[src/rtl/pump_plc_ctrl_if.sv]
// Bus bundle for pump_plc_ctrl: run permit and level sensor in, flags, bar and pump drive out.
// LVL_W and NUM_PUMPS must match the parameters of the attached pump_plc_ctrl.
interface pump_plc_ctrl_if #(
  parameter int unsigned LVL_W     = 8,
  parameter int unsigned NUM_PUMPS = 2
);
  localparam int unsigned LEAD_W = $clog2(NUM_PUMPS);

  logic                 enable;
  logic [LVL_W-1:0]     water_lvl;
  logic                 water_trend;
  logic                 Low;
  logic                 Mid;
  logic                 High;
  logic [7:0]           water_lvl_indicator;
  logic [NUM_PUMPS-1:0] pump_ctrl;
  logic [LEAD_W-1:0]    lead_idx;
  logic [1:0]           state;
  logic                 fault;

  // Supervisory side: drives the permit and sensor, observes the controller.
  modport master (
    output enable, water_lvl, water_trend,
    input  Low, Mid, High, water_lvl_indicator, pump_ctrl, lead_idx, state, fault
  );

  // Controller side.
  modport slave (
    input  enable, water_lvl, water_trend,
    output Low, Mid, High, water_lvl_indicator, pump_ctrl, lead_idx, state, fault
  );
endinterface

[src/rtl/pump_plc_ctrl.sv]
// Tank-level PLC core: ticked level sampling, Low/Mid/High flags, 8-segment bar and a
// lead/lag fill FSM over NUM_PUMPS pumps with lead rotation after every completed fill.
// Optional sensor plausibility guard enabled by defining PUMP_PLC_TROJAN_GUARD_EN.
module pump_plc_ctrl #(
  parameter int unsigned LVL_W     = 8,
  parameter int unsigned NUM_PUMPS = 2,
  parameter int unsigned LOW_TH    = 64,
  parameter int unsigned HIGH_TH   = 192,
  parameter int unsigned CRIT_TH   = 32,
  parameter int unsigned TICK_DIV  = 100000,
  parameter int unsigned MIN_ON    = 16,
  parameter int unsigned MAX_STEP  = 8
) (
  input  logic           CLK100MHZ,
  input  logic           rst_n,
  pump_plc_ctrl_if.slave bus
);
  localparam int unsigned LEAD_W = $clog2(NUM_PUMPS);
  localparam int unsigned TICK_W = $clog2(TICK_DIV);
  localparam int unsigned RUN_W  = (MIN_ON < 1) ? 1 : $clog2(MIN_ON + 1);

  localparam logic [1:0] ST_IDLE      = 2'b00;
  localparam logic [1:0] ST_FILL_LEAD = 2'b01;
  localparam logic [1:0] ST_FILL_ALL  = 2'b10;
  localparam logic [1:0] ST_FAULT     = 2'b11;

  localparam logic [LVL_W-1:0]  LOW_V     = LVL_W'(LOW_TH);
  localparam logic [LVL_W-1:0]  HIGH_V    = LVL_W'(HIGH_TH);
  localparam logic [LVL_W-1:0]  CRIT_V    = LVL_W'(CRIT_TH);
  localparam logic [TICK_W-1:0] TICK_LAST = TICK_W'(TICK_DIV - 1);
  localparam logic [RUN_W-1:0]  RUN_MAX   = RUN_W'(MIN_ON);
  localparam logic [LEAD_W-1:0] LEAD_LAST = LEAD_W'(NUM_PUMPS - 1);

  logic [TICK_W-1:0]    tick_cnt_q;
  logic                 tick_c;
  logic [1:0]           state_q, state_d;
  logic [LEAD_W-1:0]    lead_q, lead_d;
  logic [RUN_W-1:0]     run_q, run_d;
  logic [NUM_PUMPS-1:0] pump_q, pump_d;
  logic                 low_q, mid_q, high_q;
  logic [7:0]           bar_q, bar_c;
  logic [2:0]           seg_c;
  logic                 lvl_low_c, lvl_high_c, lvl_crit_c, run_done_c;
  logic                 trip_c;

  assign tick_c     = (tick_cnt_q == TICK_LAST);
  assign lvl_low_c  = (bus.water_lvl < LOW_V);
  assign lvl_high_c = (bus.water_lvl >= HIGH_V);
  assign lvl_crit_c = (bus.water_lvl < CRIT_V);
  assign run_done_c = (run_q == RUN_MAX);
  assign seg_c      = bus.water_lvl[LVL_W-1 -: 3];

  // Free-running sample tick divider.
  always_ff @(posedge CLK100MHZ or negedge rst_n) begin
    if (!rst_n)      tick_cnt_q <= '0;
    else if (tick_c) tick_cnt_q <= '0;
    else             tick_cnt_q <= tick_cnt_q + TICK_W'(1);
  end

  // Thermometer bar from the top three level bits.
  always_comb begin
    bar_c = '0;
    for (int i = 0; i < 8; i++) bar_c[i] = (seg_c >= 3'(i));
  end

`ifdef PUMP_PLC_TROJAN_GUARD_EN
  localparam logic [LVL_W-1:0] STEP_V = LVL_W'(MAX_STEP);

  logic [LVL_W-1:0] lvl_q;
  logic [LVL_W-1:0] delta_c;
  logic             valid_q;
  logic             fault_q;

  assign delta_c = (bus.water_lvl >= lvl_q) ? (bus.water_lvl - lvl_q) : (lvl_q - bus.water_lvl);
  assign trip_c  = tick_c && valid_q && (delta_c > STEP_V);
  assign bus.fault = fault_q;

  // Previous sample for the step check; the first sample after reset is only captured.
  always_ff @(posedge CLK100MHZ or negedge rst_n) begin
    if (!rst_n) begin
      lvl_q   <= '0;
      valid_q <= 1'b0;
      fault_q <= 1'b0;
    end else begin
      if (tick_c) begin
        lvl_q   <= bus.water_lvl;
        valid_q <= 1'b1;
      end
      fault_q <= (state_d == ST_FAULT);
    end
  end
`else
  logic [LVL_W-1:0] max_step_unused_c;

  assign max_step_unused_c = LVL_W'(MAX_STEP);
  assign trip_c            = 1'b0;
  assign bus.fault         = 1'b0;
`endif

  // Next-state, lead rotation, run counter and pump drive.
  always_comb begin
    state_d = state_q;
    lead_d  = lead_q;
    run_d   = run_q;
    pump_d  = '0;

    if ((state_q != ST_FAULT) && !bus.enable) begin
      state_d = ST_IDLE;
    end else if (tick_c) begin
      if (trip_c) begin
        state_d = ST_FAULT;
      end else begin
        case (state_q)
          ST_IDLE: begin
            if (lvl_low_c) state_d = lvl_crit_c ? ST_FILL_ALL : ST_FILL_LEAD;
          end
          ST_FILL_LEAD, ST_FILL_ALL: begin
            if (lvl_high_c && run_done_c) begin
              state_d = ST_IDLE;
              lead_d  = (lead_q == LEAD_LAST) ? '0 : lead_q + LEAD_W'(1);
            end else if ((state_q == ST_FILL_LEAD) &&
                         (lvl_crit_c || (run_done_c && !bus.water_trend))) begin
              state_d = ST_FILL_ALL;
            end
          end
          default: ;
        endcase
      end
    end

    if (state_d == ST_IDLE) begin
      run_d = '0;
    end else if (tick_c && ((state_q == ST_FILL_LEAD) || (state_q == ST_FILL_ALL)) && !run_done_c) begin
      run_d = run_q + RUN_W'(1);
    end

    case (state_d)
      ST_FILL_LEAD: pump_d = NUM_PUMPS'(1) << lead_d;
      ST_FILL_ALL:  pump_d = '1;
      default:      pump_d = '0;
    endcase
  end

  // FSM, lead, run counter and pump registers.
  always_ff @(posedge CLK100MHZ or negedge rst_n) begin
    if (!rst_n) begin
      state_q <= ST_IDLE;
      lead_q  <= '0;
      run_q   <= '0;
      pump_q  <= '0;
    end else begin
      state_q <= state_d;
      lead_q  <= lead_d;
      run_q   <= run_d;
      pump_q  <= pump_d;
    end
  end

  // Level flags and bar, refreshed once per tick.
  always_ff @(posedge CLK100MHZ or negedge rst_n) begin
    if (!rst_n) begin
      low_q  <= 1'b0;
      mid_q  <= 1'b0;
      high_q <= 1'b0;
      bar_q  <= '0;
    end else if (tick_c) begin
      low_q  <= lvl_low_c;
      mid_q  <= !lvl_low_c && !lvl_high_c;
      high_q <= lvl_high_c;
      bar_q  <= bar_c;
    end
  end

  assign bus.Low                 = low_q;
  assign bus.Mid                 = mid_q;
  assign bus.High                = high_q;
  assign bus.water_lvl_indicator = bar_q;
  assign bus.pump_ctrl           = pump_q;
  assign bus.lead_idx            = lead_q;
  assign bus.state               = state_q;
endmodule

[src/flat_wrapper.sv]
// flat-port wrapper written by rule: the top's interface ports become plain ports
module pump_plc_ctrl_flat 
#(
  parameter int unsigned LVL_W     = 8,
  parameter int unsigned NUM_PUMPS = 2,
  parameter int unsigned LOW_TH    = 64,
  parameter int unsigned HIGH_TH   = 192,
  parameter int unsigned CRIT_TH   = 32,
  parameter int unsigned TICK_DIV  = 100000,
  parameter int unsigned MIN_ON    = 16,
  parameter int unsigned MAX_STEP  = 8
)
  (CLK100MHZ, rst_n, bus_enable, bus_water_lvl, bus_water_trend, bus_Low, bus_Mid, bus_High, bus_water_lvl_indicator, bus_pump_ctrl, bus_lead_idx, bus_state, bus_fault);
  pump_plc_ctrl_if #(.LVL_W(LVL_W), .NUM_PUMPS(NUM_PUMPS)) bus_i ();
  input  logic CLK100MHZ;
  input  logic rst_n;
  input wire logic [$bits(bus_i.enable)-1:0] bus_enable;
  input wire logic [$bits(bus_i.water_lvl)-1:0] bus_water_lvl;
  input wire logic [$bits(bus_i.water_trend)-1:0] bus_water_trend;
  output wire logic [$bits(bus_i.Low)-1:0] bus_Low;
  output wire logic [$bits(bus_i.Mid)-1:0] bus_Mid;
  output wire logic [$bits(bus_i.High)-1:0] bus_High;
  output wire logic [$bits(bus_i.water_lvl_indicator)-1:0] bus_water_lvl_indicator;
  output wire logic [$bits(bus_i.pump_ctrl)-1:0] bus_pump_ctrl;
  output wire logic [$bits(bus_i.lead_idx)-1:0] bus_lead_idx;
  output wire logic [$bits(bus_i.state)-1:0] bus_state;
  output wire logic [$bits(bus_i.fault)-1:0] bus_fault;
  assign bus_i.enable = bus_enable;
  assign bus_i.water_lvl = bus_water_lvl;
  assign bus_i.water_trend = bus_water_trend;
  assign bus_Low = bus_i.Low;
  assign bus_Mid = bus_i.Mid;
  assign bus_High = bus_i.High;
  assign bus_water_lvl_indicator = bus_i.water_lvl_indicator;
  assign bus_pump_ctrl = bus_i.pump_ctrl;
  assign bus_lead_idx = bus_i.lead_idx;
  assign bus_state = bus_i.state;
  assign bus_fault = bus_i.fault;
  pump_plc_ctrl #(.LVL_W(LVL_W), .NUM_PUMPS(NUM_PUMPS), .LOW_TH(LOW_TH), .HIGH_TH(HIGH_TH), .CRIT_TH(CRIT_TH), .TICK_DIV(TICK_DIV), .MIN_ON(MIN_ON), .MAX_STEP(MAX_STEP)) u_core (.CLK100MHZ(CLK100MHZ), .rst_n(rst_n), .bus(bus_i));
endmodule
[config.mk]
export PLATFORM = sky130hd
export DESIGN_NAME = pump_plc_ctrl_flat
export DESIGN_NICKNAME = d
export VERILOG_FILES = /design/src/rtl/pump_plc_ctrl_if.sv /design/src/rtl/pump_plc_ctrl.sv /design/src/flat_wrapper.sv
export SDC_FILE = /design/constraint.sdc
export NUM_CORES = 1
export LEC_CHECK = 0
export BUFFER_PORTS_ARGS = -buffer_cell sky130_fd_sc_hd__buf_2
export CORE_ASPECT_RATIO = 1.25
export CORE_MARGIN = 2
export CORE_UTILIZATION = 35
export CTS_BUF_LIST = sky130_fd_sc_hd__clkbuf_8 sky130_fd_sc_hd__clkbuf_16
export DETAILED_ROUTE_END_ITERATION = 8
export MAX_ROUTING_LAYER = met4
export PLACE_DENSITY = 0.54
export SYNTH_ARGS = -nofsm -noshare
export SYNTH_HDL_FRONTEND = slang
export SYNTH_SLANG_ARGS = --single-unit
[constraint.sdc]
create_clock -name CLK100MHZ -period 3 [get_ports CLK100MHZ]
set_input_delay 0.3 -clock CLK100MHZ [delete_from_list [all_inputs] [get_ports CLK100MHZ]]
set_output_delay 0.3 -clock CLK100MHZ [all_outputs]
set_load 0.005 [all_outputs]
==> reports/metrics.yaml, run 1 <==
routing:
  firstDrtPassIters: 4
  totalWireLength_um: 3970
  wl_per_cell_um: 13.3
  vias: 1547
  viasPerCell: 5.19
  antenna_left: 0
  detail_route.iter0.violations: 58
  drc: 0
logic_synthesis:
  yosysMostFrequentCell: "dfrtp_1"
  synthArstFlopShare_pct: 100
  yosys-top-cells-area: "dfrtp_1, ha_1, nand2_1, xnor2_1, o21ai_0"
  seq_area_frac_synth_pct: 45.3
  avgSynthCellArea_sq_um: 9.92
  synth_edf_count: 0
  ys_ff_latch: 37
  yosysWarnings: 0
  yosysTopAreaCellShare_pct: 45.3
  syn_nets: 233
  synth_area_leader_cell: "dfrtp_1"
  synth_cells: 206
  synth_area_sq_mm: 0.00204
  netlist_top_cells_count: "dfrtp_1, nand2_1, ha_1, nor2_1, o21ai_0"
  synthFlopType: "dfrtp_1"
  ys_types: 45
power:
  pwr-share-clk_pct: 42.1
  p_switching_w: 0.000199
  switching_share_pct: 21.8
  peakVddDrop_v: 0.000192
  internal-power_w: 0.000714
  combPwrFrac_pct: 3.3
  seqPwrFrac_pct: 54.6
  power.leakage_nw: 1.04
  p_per_area_mw_per_mm2: 392
grt:
  grt_pass1_wl_um: 6800
  antenna_found_initial: 0
  grt_max_degree: 38
  grt_pass1_vias: 1427
  grtUsageTotal_pct: 14.1
  overflow: 0
placed_design:
  hpwlAfterDp_um: 2880
  port_buffers: 22
  placed_cell_area_sq_mm: 0.00222
  dp_cells: 290
  gp_congestion: 0.768
worst_setup_path:
  crit_end: "u_core.bus.pump_ctrl[1]"
  reg2reg_depth: 9
  required_ns: 3.17
  r2r-end: "u_core.bus.pump_ctrl[1]"
  r2r-start: "u_core.tick_cnt_q[0]"
  critical_path_arrival_ns: 2.74
  endpoint_kind: "register"
  crit_fanout: 5
  rrSetupSlack_ns: 0.43
  timing.setup.critical_path_class: "register to register"
  worstSetupStartpointType: "register"
  critPathLaunch: "u_core.tick_cnt_q[0]"
cells_and_area:
  nets: 258
  seq_area_sq_um: 926
  syn_to_final_growth_pct: 14.1
  layout-drive-gt1-share_pct: 18.5
  stdcell_count: 298
  n_antenna_cell: 0
  fill_cells: 560
  multi_input_area_sq_mm: 0.00105
  final_core_util_pct: 40.9
  postLayoutCellArea_sq_mm: 0.00233
clocking:
  clk_latency_ns: 0.29
  hold_buffers: 0
  root_buffer: "clkbuf_8"
  clk_pin_slew_worst_paths_ns: 0.08
  cts.sinks: 37
  post_cts_buffers: 0
  cts_buffers: 5
  cts_buffer_depth: 2
  post_cts_resized: 0
  cts-htree-levels: 2
  cts_tree: "built"
die:
  core_area_sq_mm: 0.00570
  io_pins: 29
  die_w_um: 72.3
  die_area_sq_mm: 0.00647
  num_rows: 31
  start_util_pct: 35.8
  die_y_um: 89.4
sta:
  finalSetupViolations: 0
  tns_ns: 0
  drv_slew: 0
  rsz0062_at_grt: "no"
  tightest_slew_ns: 0.839
  slew_headroom_pct: 44.0
  min_period_ns: 2.57
  fin_skew_ns: 0.00629
  hold_violations: 0
  post-route-period-util_pct: 85.7
  fmax_mhz: 389
min_path:
  holdCritPathClass: "input pin to asynchronous set/reset pin"
outcome:
  outcome: "finished clean"
job:
  drv_cap: 0
## worst max-delay path, stage by stage, from the launching register on
cell and delay (ns):
dfrtp_1 0.38, ha_1 0.21, and4_1 0.26, nand4_2 0.17
or3_1 0.41, o22a_1 0.23, ha_1 0.34, nor3b_1 0.24
nand3_1 0.10, o311ai_0 0.10
## registers in the layout, summed over array words and instances (netlist names)
signal,cells
u_core.bus.lead_idx,1
u_core.bus.Mid,1
u_core.tick_cnt_q,17
u_core.bus.High,1
u_core.bus.Low,1
u_core.bus.water_lvl_indicator,7
u_core.bus.pump_ctrl,2
u_core.bus.state,2
u_core.run_q,5
## logic make-up after synthesis
| logic type | count (synthesis) | share of synthesized area [%] |
|---|---|---|
| simple gates | 87 | 24.4 |
| mux | 3 | 1.59 |
| xor+xnor | 13 | 5.57 |
| compound gates | 33 | 10.0 |
| fa+ha+maj | 15 | 9.19 |
| other cells | 1 | 0.184 |
| buf+inv | 17 | 3.73 |
| flops | 37 | 45.3 |
## power groups by stage
stage	clock network, W	logic [W]	registers, W
after CTS	0.000398	0.0000311	0.000498
after floorplan	0	0.0000112	0.000508
after global placement	0	0.0000309	0.000508
after detailed placement	0	0.0000311	0.000508
after global routing	0.000420	0.0000361	0.000498
final	0.000384	0.0000301	0.000498
## area by class of cell
type                    count  area share, %
inverters                   9           1.45
clock inverters             1          0.215
well taps                  66           3.54
flip-flops and latches     37           39.7
clock buffers               7           4.13
multi-input cells         152           44.9
repair buffers             26           6.01
## layout by cell type (no fill, tap or decap), drive strengths merged, types with 2 or more instances in the layout
master,Yosys,final
dfrtp,37,37
buf,7,26
nand2,25,25
ha,15,15
nor2,14,14
o21ai,13,13
nand3,10,10
inv,9,9
xnor2,9,9
a21oi,7,7
clkbuf,1,7
or3,5,5
nand4,5,5
and4,4,4
xor2,4,4
nor2b,4,4
nand2b,4,4
and4bb,3,3
or4,2,2
nor3,2,2
and3,2,2
a32oi,2,2
a31oi,2,2
mux2,2,2
o311ai,2,2
## layer usage
metal | track usage [%] | routed length [um]
met5 | - | 0
met4 | 4.63 | 60
met3 | 3.38 | 126
met2 | 21.4 | 1830
met1 | 18.5 | 1950
## how the worst min path moves through the flow
stage / endpoint / slack [ns] / depth (start not counted)
6_report: u_core.tick_cnt_q[3] / 0.12 / 1
2_1_floorplan: u_core.bus.High / 0.004 / 0
3_5_place_dp: u_core.bus.water_lvl_indicator[0] / 0.45 / 1
4_1_cts: u_core.tick_cnt_q[3] / 0.15 / 1
5_1_grt: u_core.tick_cnt_q[0] / 0.20 / 1
3_3_place_gp: u_core.bus.water_lvl_indicator[0] / 0.44 / 1
## through the flow
step                hold slack [ns]  total power [W]  setup slack (ns)
finish                        0.115         0.000913             0.430
global placement              0.445         0.000539             0.327
CTS                           0.153         0.000928             0.279
detailed placement            0.447         0.000539             0.316
floorplan                   0.00441         0.000520             0.598
global route                  0.195         0.000954            0.0857
Note: power is estimated with default switching activity, not from simulation.
==> run 2: changes to the inputs <==
CORE_UTILIZATION = 45   (was 35)
PLACE_DENSITY = 0.66   (was 0.54)
==> reports/metrics.yaml, run 2 (synthesis results as in run 1) <==
outcome:
  outcome: "finished clean"
clocking:
  clk_pin_slew_worst_paths_ns: 0.07
  cts_buffer_depth: 2
  post_cts_buffers: 0
  post_cts_resized: 0
  cts.sinks: 37
  cts_tree: "built"
  cts_buffers: 5
  clk_latency_ns: 0.29
  root_buffer: "clkbuf_8"
  cts-htree-levels: 2
  hold_buffers: 0
sta:
  post-route-period-util_pct: 87.1
  slew_headroom_pct: 43.6
  fin_skew_ns: 0.00312
  drv_slew: 0
  rsz0062_at_grt: "no"
  min_period_ns: 2.61
  hold_violations: 0
  tns_ns: 0
  tightest_slew_ns: 0.847
  fmax_mhz: 383
  finalSetupViolations: 0
power:
  switching_share_pct: 22.9
  p_switching_w: 0.000197
  seqPwrFrac_pct: 57.9
  internal-power_w: 0.000664
  pwr-share-clk_pct: 38.7
  power.leakage_nw: 1.03
  peakVddDrop_v: 0.000225
  combPwrFrac_pct: 3.4
  p_total_w: 0.000861
  p_per_area_mw_per_mm2: 376
worst_setup_path:
  endpoint_kind: "register"
  worstSetupStartpointType: "register"
  required_ns: 3.19
  critical_path_arrival_ns: 2.80
  timing.setup.critical_path_class: "register to register"
  rrSetupSlack_ns: 0.39
  r2r-start: "u_core.tick_cnt_q[0]"
  r2r-end: "u_core.bus.pump_ctrl[0]"
  crit_fanout: 5
  reg2reg_depth: 9
min_path:
  holdCritPathClass: "input pin to asynchronous set/reset pin"
cells_and_area:
  syn_to_final_growth_pct: 12.1
  fill_cells: 435
  n_antenna_cell: 0
  layout-drive-gt1-share_pct: 17.3
  largest-register: "u_core.tick_cnt_q"
  largest_register_ffs: 17
  final_common_cell: "dfrtp_1"
  final_cell_mix: "dfrtp_1, nand2_1, buf_2"
  nets: 257
routing:
  drc: 0
  viasPerCell: 5.28
  detail_route.iter0.violations: 80
  antenna_left: 0
  firstDrtPassIters: 4
  totalWireLength_um: 3720
  wl_per_cell_um: 12.9
  vias: 1525
placed_design:
  hpwlAfterDp_um: 2680
  gp_congestion: 0.745
  port_buffers: 22
job:
  drv_cap: 0
die:
  io_pins: 29
  die_w_um: 64.3
  core_area_sq_mm: 0.00439
  die_y_um: 79.3
  num_rows: 27
  start_util_pct: 46.5
  die_area_sq_mm: 0.00510
grt:
  grt_pass1_vias: 1463
  grt_max_degree: 38
  grt_pass1_wl_um: 6480
  grtUsageTotal_pct: 16.8
  overflow: 0
  antenna_found_initial: 0
-- run 2: cell types whose count changed in the layout (fill, tap and decap cells not counted), sizes merged --
cell and delta:
clkinv +1, clkbuf -2, inv +1, buf -1
-- run 2: cell type report --
cell class / instances / area (sq um) / area share, %
inverters: 9 / 33.8 / 1.48
multi-input cells: 152 / 1040 / 45.5
clock buffers: 5 / 68.8 / 3.01
flip-flops and latches: 37 / 926 / 40.4
repair buffers: 25 / 133 / 5.79
clock inverters: 3 / 13.8 / 0.601
well taps: 58 / 72.6 / 3.17
-- run 2: per-stage QoR --
stage               instance area, sq um  utilization [%]  instances  hold slack [ns]  worst slack, ns
floorplan                           2040                -        206          0.00441            0.598
global placement                    2210             50.2        281            0.446            0.417
detailed placement                  2210             50.2        281            0.450            0.360
CTS                                 2290             52.1        289            0.132            0.336
global route                        2290             52.1        289            0.178           0.0682
finish                              2290             52.1        289            0.109            0.387
-- run 2: worst max-delay path by stage --
stage | from | endpoint | slack, ns | cells after the start
finish | u_core.tick_cnt_q[0] | u_core.bus.pump_ctrl[0] | 0.39 | 9
detailed placement | u_core.run_q[0] | u_core.bus.pump_ctrl[0] | 0.36 | 10
global placement | u_core.run_q[0] | u_core.bus.pump_ctrl[1] | 0.42 | 10
global route | u_core.run_q[0] | u_core.bus.pump_ctrl[1] | 0.07 | 10
floorplan | u_core.tick_cnt_q[0] | u_core.bus.pump_ctrl[1] | 0.60 | 10
CTS | u_core.run_q[0] | u_core.bus.pump_ctrl[0] | 0.34 | 10
-- run 2: per-layer routing --
layer  vias up  wire [um]  GRT usage, %
li1        768          -             -
met1       730       1770          19.9
met2        21       1780          26.9
met3         6        117          4.53
met4         0         61          7.66
met5         -          0             -
-- run 2: critical path: stages (launching register included) --
cell and delay (ns):
dfrtp_1 0.39, ha_1 0.22, and4_1 0.26, nand4_2 0.16, o31a_1 0.33, a211oi_1 0.34, ha_1 0.34, nor3b_1 0.25
o21ai_0 0.13, o311ai_1 0.09
-- run 2: power groups by stage --
stage / sequential [W] / clock (W) / combinational (W)
after floorplan: 0.000508 / 0 / 0.0000112
after global placement: 0.000508 / 0 / 0.0000291
after detailed placement: 0.000508 / 0 / 0.0000294
after CTS: 0.000498 / 0.000347 / 0.0000296
after global routing: 0.000498 / 0.000370 / 0.0000344
final: 0.000499 / 0.000333 / 0.0000289
